## config.mk

```make
export PLATFORM = sky130hd
export DESIGN_NAME = aq_ifu_pre_decd_mw
export DESIGN_NICKNAME = d
export VERILOG_FILES = /design/src/rtl/aq_ifu_pre_decd_mw.sv
export SDC_FILE = /design/constraint.sdc
export NUM_CORES = 1
export LEC_CHECK = 0
export ABC_CLOCK_PERIOD_IN_PS = 9750
export CORE_MARGIN = 2
export CORE_UTILIZATION = 30
export CTS_CLUSTER_SIZE = 24
export DETAILED_ROUTE_END_ITERATION = 7
export HOLD_SLACK_MARGIN = 0.12
export PLACE_DENSITY_LB_ADDON = 0.12
export SYNTH_ARGS = -nofsm -noshare
export SYNTH_HDL_FRONTEND = slang
export SYNTH_SLANG_ARGS = --single-unit
```

## constraint.sdc

```tcl
create_clock -name cpuclk -period 9.75 [get_ports cpuclk]
set_input_delay 2.925 -clock cpuclk [delete_from_list [all_inputs] [get_ports cpuclk]]
set_output_delay 2.925 -clock cpuclk [all_outputs]
set_load 0.01 [all_outputs]
```

## src/rtl/aq_ifu_pre_decd_mw.sv

```systemverilog
// aq_ifu_pre_decd_mw: registered multi-slot LoongArch branch pre-decoder feeding the ID-stage predictor
//   cpuclk/cpurst           clock, asynchronous active-high reset
//   ifu_pdec_flush          drop the held result and this cycle's input
//   ipack_pdec_*            fetch packet in: vld/rdy handshake, slot-0 pc, instructions, slot mask
//   id_pdec_rdy             ID consumes the held result
//   pdec_id_*               registered result: slot valids, classes, immediates, first change of flow
module aq_ifu_pre_decd_mw #(
  parameter int INST_NUM = 2,
  parameter int PC_WIDTH = 40,
  parameter int BTFN_EN  = 0,
  parameter int IDX_W    = (INST_NUM > 1) ? $clog2(INST_NUM) : 1
) (
  input  logic                     cpuclk,
  input  logic                     cpurst,
  input  logic                     ifu_pdec_flush,
  input  logic                     ipack_pdec_vld,
  output logic                     pdec_ipack_rdy,
  input  logic [PC_WIDTH-1:0]      ipack_pdec_pc,
  input  logic [32*INST_NUM-1:0]   ipack_pdec_inst,
  input  logic [INST_NUM-1:0]      ipack_pdec_inst_vld,
  input  logic                     id_pdec_rdy,
  output logic                     pdec_id_vld,
  output logic [INST_NUM-1:0]      pdec_id_inst_vld,
  output logic [INST_NUM-1:0]      pdec_id_br_vld,
  output logic [INST_NUM-1:0]      pdec_id_jmp_vld,
  output logic [INST_NUM-1:0]      pdec_id_link_vld,
  output logic [INST_NUM-1:0]      pdec_id_ret_vld,
  output logic [40*INST_NUM-1:0]   pdec_id_imm,
  output logic                     pdec_id_chgflw_vld,
  output logic [IDX_W-1:0]         pdec_id_chgflw_idx,
  output logic [PC_WIDTH-1:0]      pdec_id_chgflw_tar
);
  logic [INST_NUM-1:0]          br, jmp, link, ret, cand, keep;
  logic [40*INST_NUM-1:0]       imm;
  logic [PC_WIDTH*INST_NUM-1:0] tar;
  logic                         found;
  logic [IDX_W-1:0]             c_idx;
  logic [PC_WIDTH-1:0]          c_tar;
  genvar g;
  for (g = 0; g < INST_NUM; g++) begin : g_slot
    logic [31:0] w;
    logic [5:0]  op;
    logic        v, bz, bc, j;
    assign w  = ipack_pdec_inst[32*g +: 32];
    assign op = w[31:26];
    assign v  = ipack_pdec_inst_vld[g];
    // beqz/bnez, and bceqz/bcnez whose inst[9:8] is 00 or 01
    assign bz = op == 6'b010000 || op == 6'b010001 || (op == 6'b010010 && !w[9]);
    assign bc = op >= 6'b010110 && op <= 6'b011011;
    assign j  = op == 6'b010100 || op == 6'b010101;
    assign br[g]   = v && (bz || bc);
    assign jmp[g]  = v && j;
    assign link[g] = v && (op == 6'b010101 || (op == 6'b010011 && w[4:0] == 5'd1));
    assign ret[g]  = v && op == 6'b010011 && w[9:5] == 5'd1 && w[4:0] != 5'd1;
    assign imm[40*g +: 40] = !v ? '0 :
                             bz ? {{17{w[4]}}, w[4:0], w[25:10], 2'b00} :
                             bc ? {{22{w[25]}}, w[25:10], 2'b00} :
                             j  ? {{12{w[9]}}, w[9:0], w[25:10], 2'b00} : '0;
    assign cand[g] = jmp[g] || (BTFN_EN != 0 && br[g] && imm[40*g+39]);
    // slot pc plus offset, wrapping at PC_WIDTH
    assign tar[PC_WIDTH*g +: PC_WIDTH] = ipack_pdec_pc + PC_WIDTH'(4*g) + imm[40*g +: PC_WIDTH];
  end
  always_comb begin
    found = 1'b0;
    c_idx = '0;
    c_tar = '0;
    keep  = '0;
    for (int i = 0; i < INST_NUM; i++) begin
      keep[i] = ipack_pdec_inst_vld[i] && !found;
      c_idx   = (cand[i] && !found) ? IDX_W'(i) : c_idx;
      c_tar   = (cand[i] && !found) ? tar[PC_WIDTH*i +: PC_WIDTH] : c_tar;
      found   = found | cand[i];
    end
  end
  assign pdec_ipack_rdy = !ifu_pdec_flush && (!pdec_id_vld || id_pdec_rdy);
  always_ff @(posedge cpuclk or posedge cpurst) begin
    if (cpurst) begin
      pdec_id_vld        <= 1'b0;
      pdec_id_inst_vld   <= '0;
      pdec_id_br_vld     <= '0;
      pdec_id_jmp_vld    <= '0;
      pdec_id_link_vld   <= '0;
      pdec_id_ret_vld    <= '0;
      pdec_id_imm        <= '0;
      pdec_id_chgflw_vld <= 1'b0;
      pdec_id_chgflw_idx <= '0;
      pdec_id_chgflw_tar <= '0;
    end else if (ifu_pdec_flush) begin
      pdec_id_vld <= 1'b0;
    end else if (ipack_pdec_vld && pdec_ipack_rdy) begin
      pdec_id_vld        <= 1'b1;
      pdec_id_inst_vld   <= keep;
      pdec_id_br_vld     <= br & keep;
      pdec_id_jmp_vld    <= jmp & keep;
      pdec_id_link_vld   <= link & keep;
      pdec_id_ret_vld    <= ret & keep;
      pdec_id_imm        <= imm;
      pdec_id_chgflw_vld <= |cand;
      pdec_id_chgflw_idx <= c_idx;
      pdec_id_chgflw_tar <= c_tar;
    end else if (id_pdec_rdy) begin
      pdec_id_vld <= 1'b0;
    end
  end
endmodule
```

== Yosys cells after proc, flatten, opt, wreduce, memory -nomap -nowiden ==
Index checks and enable logic that the tools add are counted.
Storage, ports and cells
  memories kept: 0
  bits in read-only memories: 0
  register bits after elaboration: 133
  memory bits (writable): 0
  latch bits: 0
Operators by class
  shifts and indexed selects: 0
  divide/modulo/power cells: 0
  bitwise logic cells: 5
  eq/ne operators: 18
  muxes and demuxes: 14
  order comparisons: 4
  reductions and logical operators: 41
  $add $sub $neg: 3
  $mul: 0
Operators with widths (number)
  $mux 40: 10
  $add 40x40->40: 2
  $eq 6x5->1 const B: 12
  $add 40x3->40 const B: 1
  $logic_and 1x1->1: 22
  $eq 5x1->1 const B: 4
  $ge 6x5->1 const B: 2
  $le 6x5->1 const B: 2
  $logic_or 1x1->1: 11
  $ne 5x1->1 const B: 2
  $and 2x2->2: 4
  $logic_not 1->1: 5
  $mux 1: 4
  $reduce_bool 3->1: 1
  $reduce_and 2->1: 1
  $reduce_or 2->1: 1
  $not 1->1: 1

== Logic depth before layout (Yosys ltp) ==
  depth after elaboration: 9
  depth in mapped cells: 19

== Worst setup path before layout ==
No wires, ideal clock.
  kind: in2reg
  from: in ipack_pdec_inst[60]
  to: reg pdec_id_chgflw_tar[37]
  arrival: 6.489 ns
  slack: 3.141 ns
  path buffers: 1
  stages: 19
  data required time: 9.630 ns
  setup time: 0.120 ns
  cells stage by stage: nor4b_1 > nand2_1 > nand2b_1 > o21a_1 > clkbuf_1 > nand2_1 > ha_1 > inv_1 > ha_1 > inv_1 > fa_1 > nor2b_1 > o211ai_1 > a211oi_1 > or2_2 > a21oi_1 > o41ai_1 > xor2_1 > a31o_2
Between the ends
  cells in the longest elaborated chain, start to end: 8
  elaborated cells on any way between the ends: 20
  those cells by class: 1 x add/sub; 2 x order compare; 5 x eq/ne; 5 x mux; 7 x reduce/logical
Ends and longest elaborated chain
  start, declared: line 19  | input logic [32*INST_NUM-1:0] ipack_pdec_inst,
  parallel branches: the longest is 7 deep, another holds $add 40x40->40
  $mux 40 (*): line 71  | c_tar = (cand[i] && !found) ? tar[PC_WIDTH*i +: PC_WIDTH] : c_tar;
  end signal, assigned: line 100  | pdec_id_chgflw_tar <= c_tar;
  end, declared: line 31  | output logic [PC_WIDTH-1:0] pdec_id_chgflw_tar
Mark *: on every way between the ends.
A chain may end at the register's enable or synchronous reset.

== Worst setup path after layout ==
Same ends and word-level chain as after synthesis.

==> metrics.txt <==
status complete, no violations; Post-synth EDFFs 0; # nets final 1,598; Via-to-Cell Ratio roughly 5.3; DRT antenna net count 0; origin of the worst setup path ipack_pdec_inst[60]; DRT Pass-1 Iters 5; simple logic cell fraction of the synthesized area between 10% and 20%; synthesized area ~10000 um^2; Filler cells between 3,000 and 4,000; maximum fanout along the worst path 16; Slew HR between 30% and 40%; PostCTS Resize Cnt 0; worst flop-to-flop path startpoint pdec_id_vld; die extent in y 186 um; total CTS buffers 9; Reg area 2630 um^2; post-synthesis sequential area ratio 26.4%; first-pass GRT wire length approximately 55 mm; Pwr Density roughly 98 nW/um^2; HPWL after detailed placement roughly 29 mm; GRT Residual Overflow 0; Top Usage Layer GRT met2; clock-pin slew on the worst setup and hold paths ~0.08 ns; I/O Buffers 240; Setup-failing EPs final 0; R2R depth 7; Compound-Gate Fraction of Synth Area a little under a quarter; M3 GR Usage around 4%; initial antenna violation count 1; final hold viol count 0; Main synth FF type dfrtp_1; Total Routing Usage GR around a fifth; met1 Use GR between 20% and 30%; pin count of the biggest net entering global routing between 50 and 60; Total Negative Setup Slacks 0 ns; final worst-path cycle share slightly below 80%; commonest cells in the netlist 144 x nand2_1, 110 x ha_1, 105 x dfrtp_1, 105 x nor2_1, 98 x a21oi_1; area grow syn2layout 29.1%; CTS Buffer Depth 2; CORE AREA about 33,000 um^2; top-count cell post-synth nand2_1; Worst Path Required between 10 and 15 ns; # rows 66; vias in the first global route between 9,000 and 10,000; adder-cell share of the synthesized area 14.2%; worst slew pin tran approximately 0.98 ns; Syn Area/Cell between 8 and 9 um^2; Max Slew Vio Count 0; number of DRC markers in iteration 0 677; share of post-route cells with drive strength above 1 6.74%; Max Cap Viol 0; startpoint types input port; Finished Cell Area between 10,000 and 15,000 um^2; Hold Crit Class reg -> reg; Root Buffer clkbuf_16; final wirelength approximately 37 mm; Final GP Congestion just over 0.9; crit path kind in -> reg; DIE WIDTH about 190 um; die area between 30,000 and 40,000 um^2; ranking of synthesized cells by area dfrtp_1 26%, ha_1 14%, nand2_1 5.4%; mux cell area share after synthesis slightly below 6%; area of the multi-input gates slightly below 7000 um^2; DP Area around 13,000 um^2; Syn. warnings 0; Worst Setup EP pdec_id_chgflw_tar[37]; Final min period between 7 and 8 ns; post-synthesis cell count around 1,200; largest family of logic cells by synthesized area compound AO/OA/AOI/OAI gates; Netlist cell types 86; Initial Utilization 30.5%; Synth Register Bits between 100 and 150; Worst EP arrival about 7.9 ns; RSZ-0062 raised after global routing false; Boundary Pins ~250; top-area cell type share of the netlist area 26.4%; Final Skew 0.00718 ns; setup slack, reg-to-reg around 6.6 ns; XOR/XNOR Fraction of Synth Area under 10%; M2 GR Usage about a third; CTS Sinks roughly 110; Crit. End Element flip-flop; Max H-tree Level 3; Hold Buf Count CTS 0; LEAKAGE between 5 and 6 nW; Max IR drop VDD about 0.081 mV; DR vias about 9,600; DR WL/cell 20.2 um; latest clock arrival within the worst-skew pair 0.36 ns; top cell type by total area after synthesis dfrtp_1; Post-synth ARST share 100%; Max Clk Rate approximately 0.13 GHz; CTS tree yes; Reg-to-Reg End pdec_id_chgflw_tar[39]; DRC Markers 0; # diodes 0; post-CTS setup buffers 0
cell type report:
class	instances	share of cell area, %
Inverter	34	1.01
Tap cell	442	4.30
Clock buffer	13	2.02
Multi-Input combinational cell	979	52.9
Timing Repair Buffer	246	19.0
Clock inverter	2	0.292
Sequential cell	105	20.4
layer usage:
| layer | up-vias | share of wire [%] | wire length (um) |
|---|---|---|---|
| met1 | 4569 | 47 | 17400 |
| met3 | 53 | 5.0 | 1830 |
| met4 | 2 | 2.4 | 869 |
| met5 | - | 0.035 | 13 |
| met2 | 278 | 45 | 16700 |
| li1 | 4695 | - | - |
registers in the layout (all words and copies together) (netlist names):
signal and cells:
pdec_id_link_vld 2, pdec_id_br_vld 2, pdec_id_jmp_vld 2, pdec_id_chgflw_tar 40
pdec_id_chgflw_idx 1, pdec_id_imm 52, pdec_id_chgflw_vld 1, pdec_id_ret_vld 2
pdec_id_vld 1, pdec_id_inst_vld 2
cell families after synthesis:
family                   count (synthesis)
AO/OA/AOI/OAI                          346
XOR/XNOR                                55
adder cells (fa/ha/maj)                112
buffers and inverters                  114
flip-flops                             105
multiplexers                            53
other                                    1
AND/OR/NAND/NOR                        409
report_power, final:
group / leakage [nW] / internal [mW] / switching, mW
clock network: 0.142 / 0.213 / 0.183
logic: 4.18 / 0.183 / 0.207
registers: 1.41 / 0.461 / 0.0176
how the worst min path moves through the flow:
stage | end | slack (ns) | cells after the start | from
6_report | pdec_id_link_vld[0] | 0.47 | 2 | pdec_id_link_vld[0]
4_1_cts | pdec_id_link_vld[1] | 0.48 | 2 | pdec_id_link_vld[1]
3_5_place_dp | pdec_id_link_vld[1] | 0.46 | 2 | pdec_id_link_vld[1]
5_1_grt | pdec_id_imm[21] | 0.51 | 2 | pdec_id_imm[21]
3_3_place_gp | pdec_id_link_vld[0] | 0.45 | 2 | pdec_id_link_vld[0]
2_1_floorplan | pdec_id_link_vld[0] | 0.51 | 2 | pdec_id_link_vld[0]
cell usage in the layout (no fill, tap or decap), types with 9 or more instances in the layout:
cell type and count:
xor2_1 25, dfrtp_1 105, a31oi_1 16, and2_1 36, xnor2_1 30, nand2b_1 11
o21a_1 22, nand2_1 144, a221oi_1 19, nor2b_1 9, o211ai_1 14, nor3_1 23
nand3_1 16, ha_1 110, nor2_1 105, inv_1 33, mux2_2 42, a21o_1 26
o21ai_0 58, mux2i_1 11, clkdlybuf4s50_1 240, and3_1 10, a21oi_1 98, nand4_1 12
clkbuf_16 9, a211oi_1 11
stage by stage:
stage / setup WS (ns) / total power [mW] / cells / util [%] / hold WS, ns
4_1_cts: 2.12 / 1.28 / 1821 / 39.4 / 0.476
2_1_floorplan: 3.14 / 0.700 / 1198 / - / 0.507
5_1_grt: 1.69 / 1.33 / 1821 / 39.4 / 0.505
3_5_place_dp: 1.76 / 0.877 / 1806 / 38.5 / 0.459
6_report: 2.15 / 1.27 / 1821 / 39.4 / 0.471
3_3_place_gp: 1.84 / 0.878 / 1806 / 38.5 / 0.453
worst max-delay path: stages:
cell,delay [ns]
clkdlybuf4s50_1,0.46
nor4b_1,0.54
nand2_1,0.20
nand2b_1,0.20
o21a_1,0.53
nand2_1,0.15
ha_1,0.21
inv_1,0.06
ha_1,0.18
inv_1,0.06
fa_1,0.40
nor2b_1,0.18
o211ai_1,0.18
a211oi_1,0.44
or2_2,0.19
a21oi_1,0.14
o41ai_1,0.44
xor2_1,0.12
a31o_2,0.26
Power figures use the tool's default switching activity.
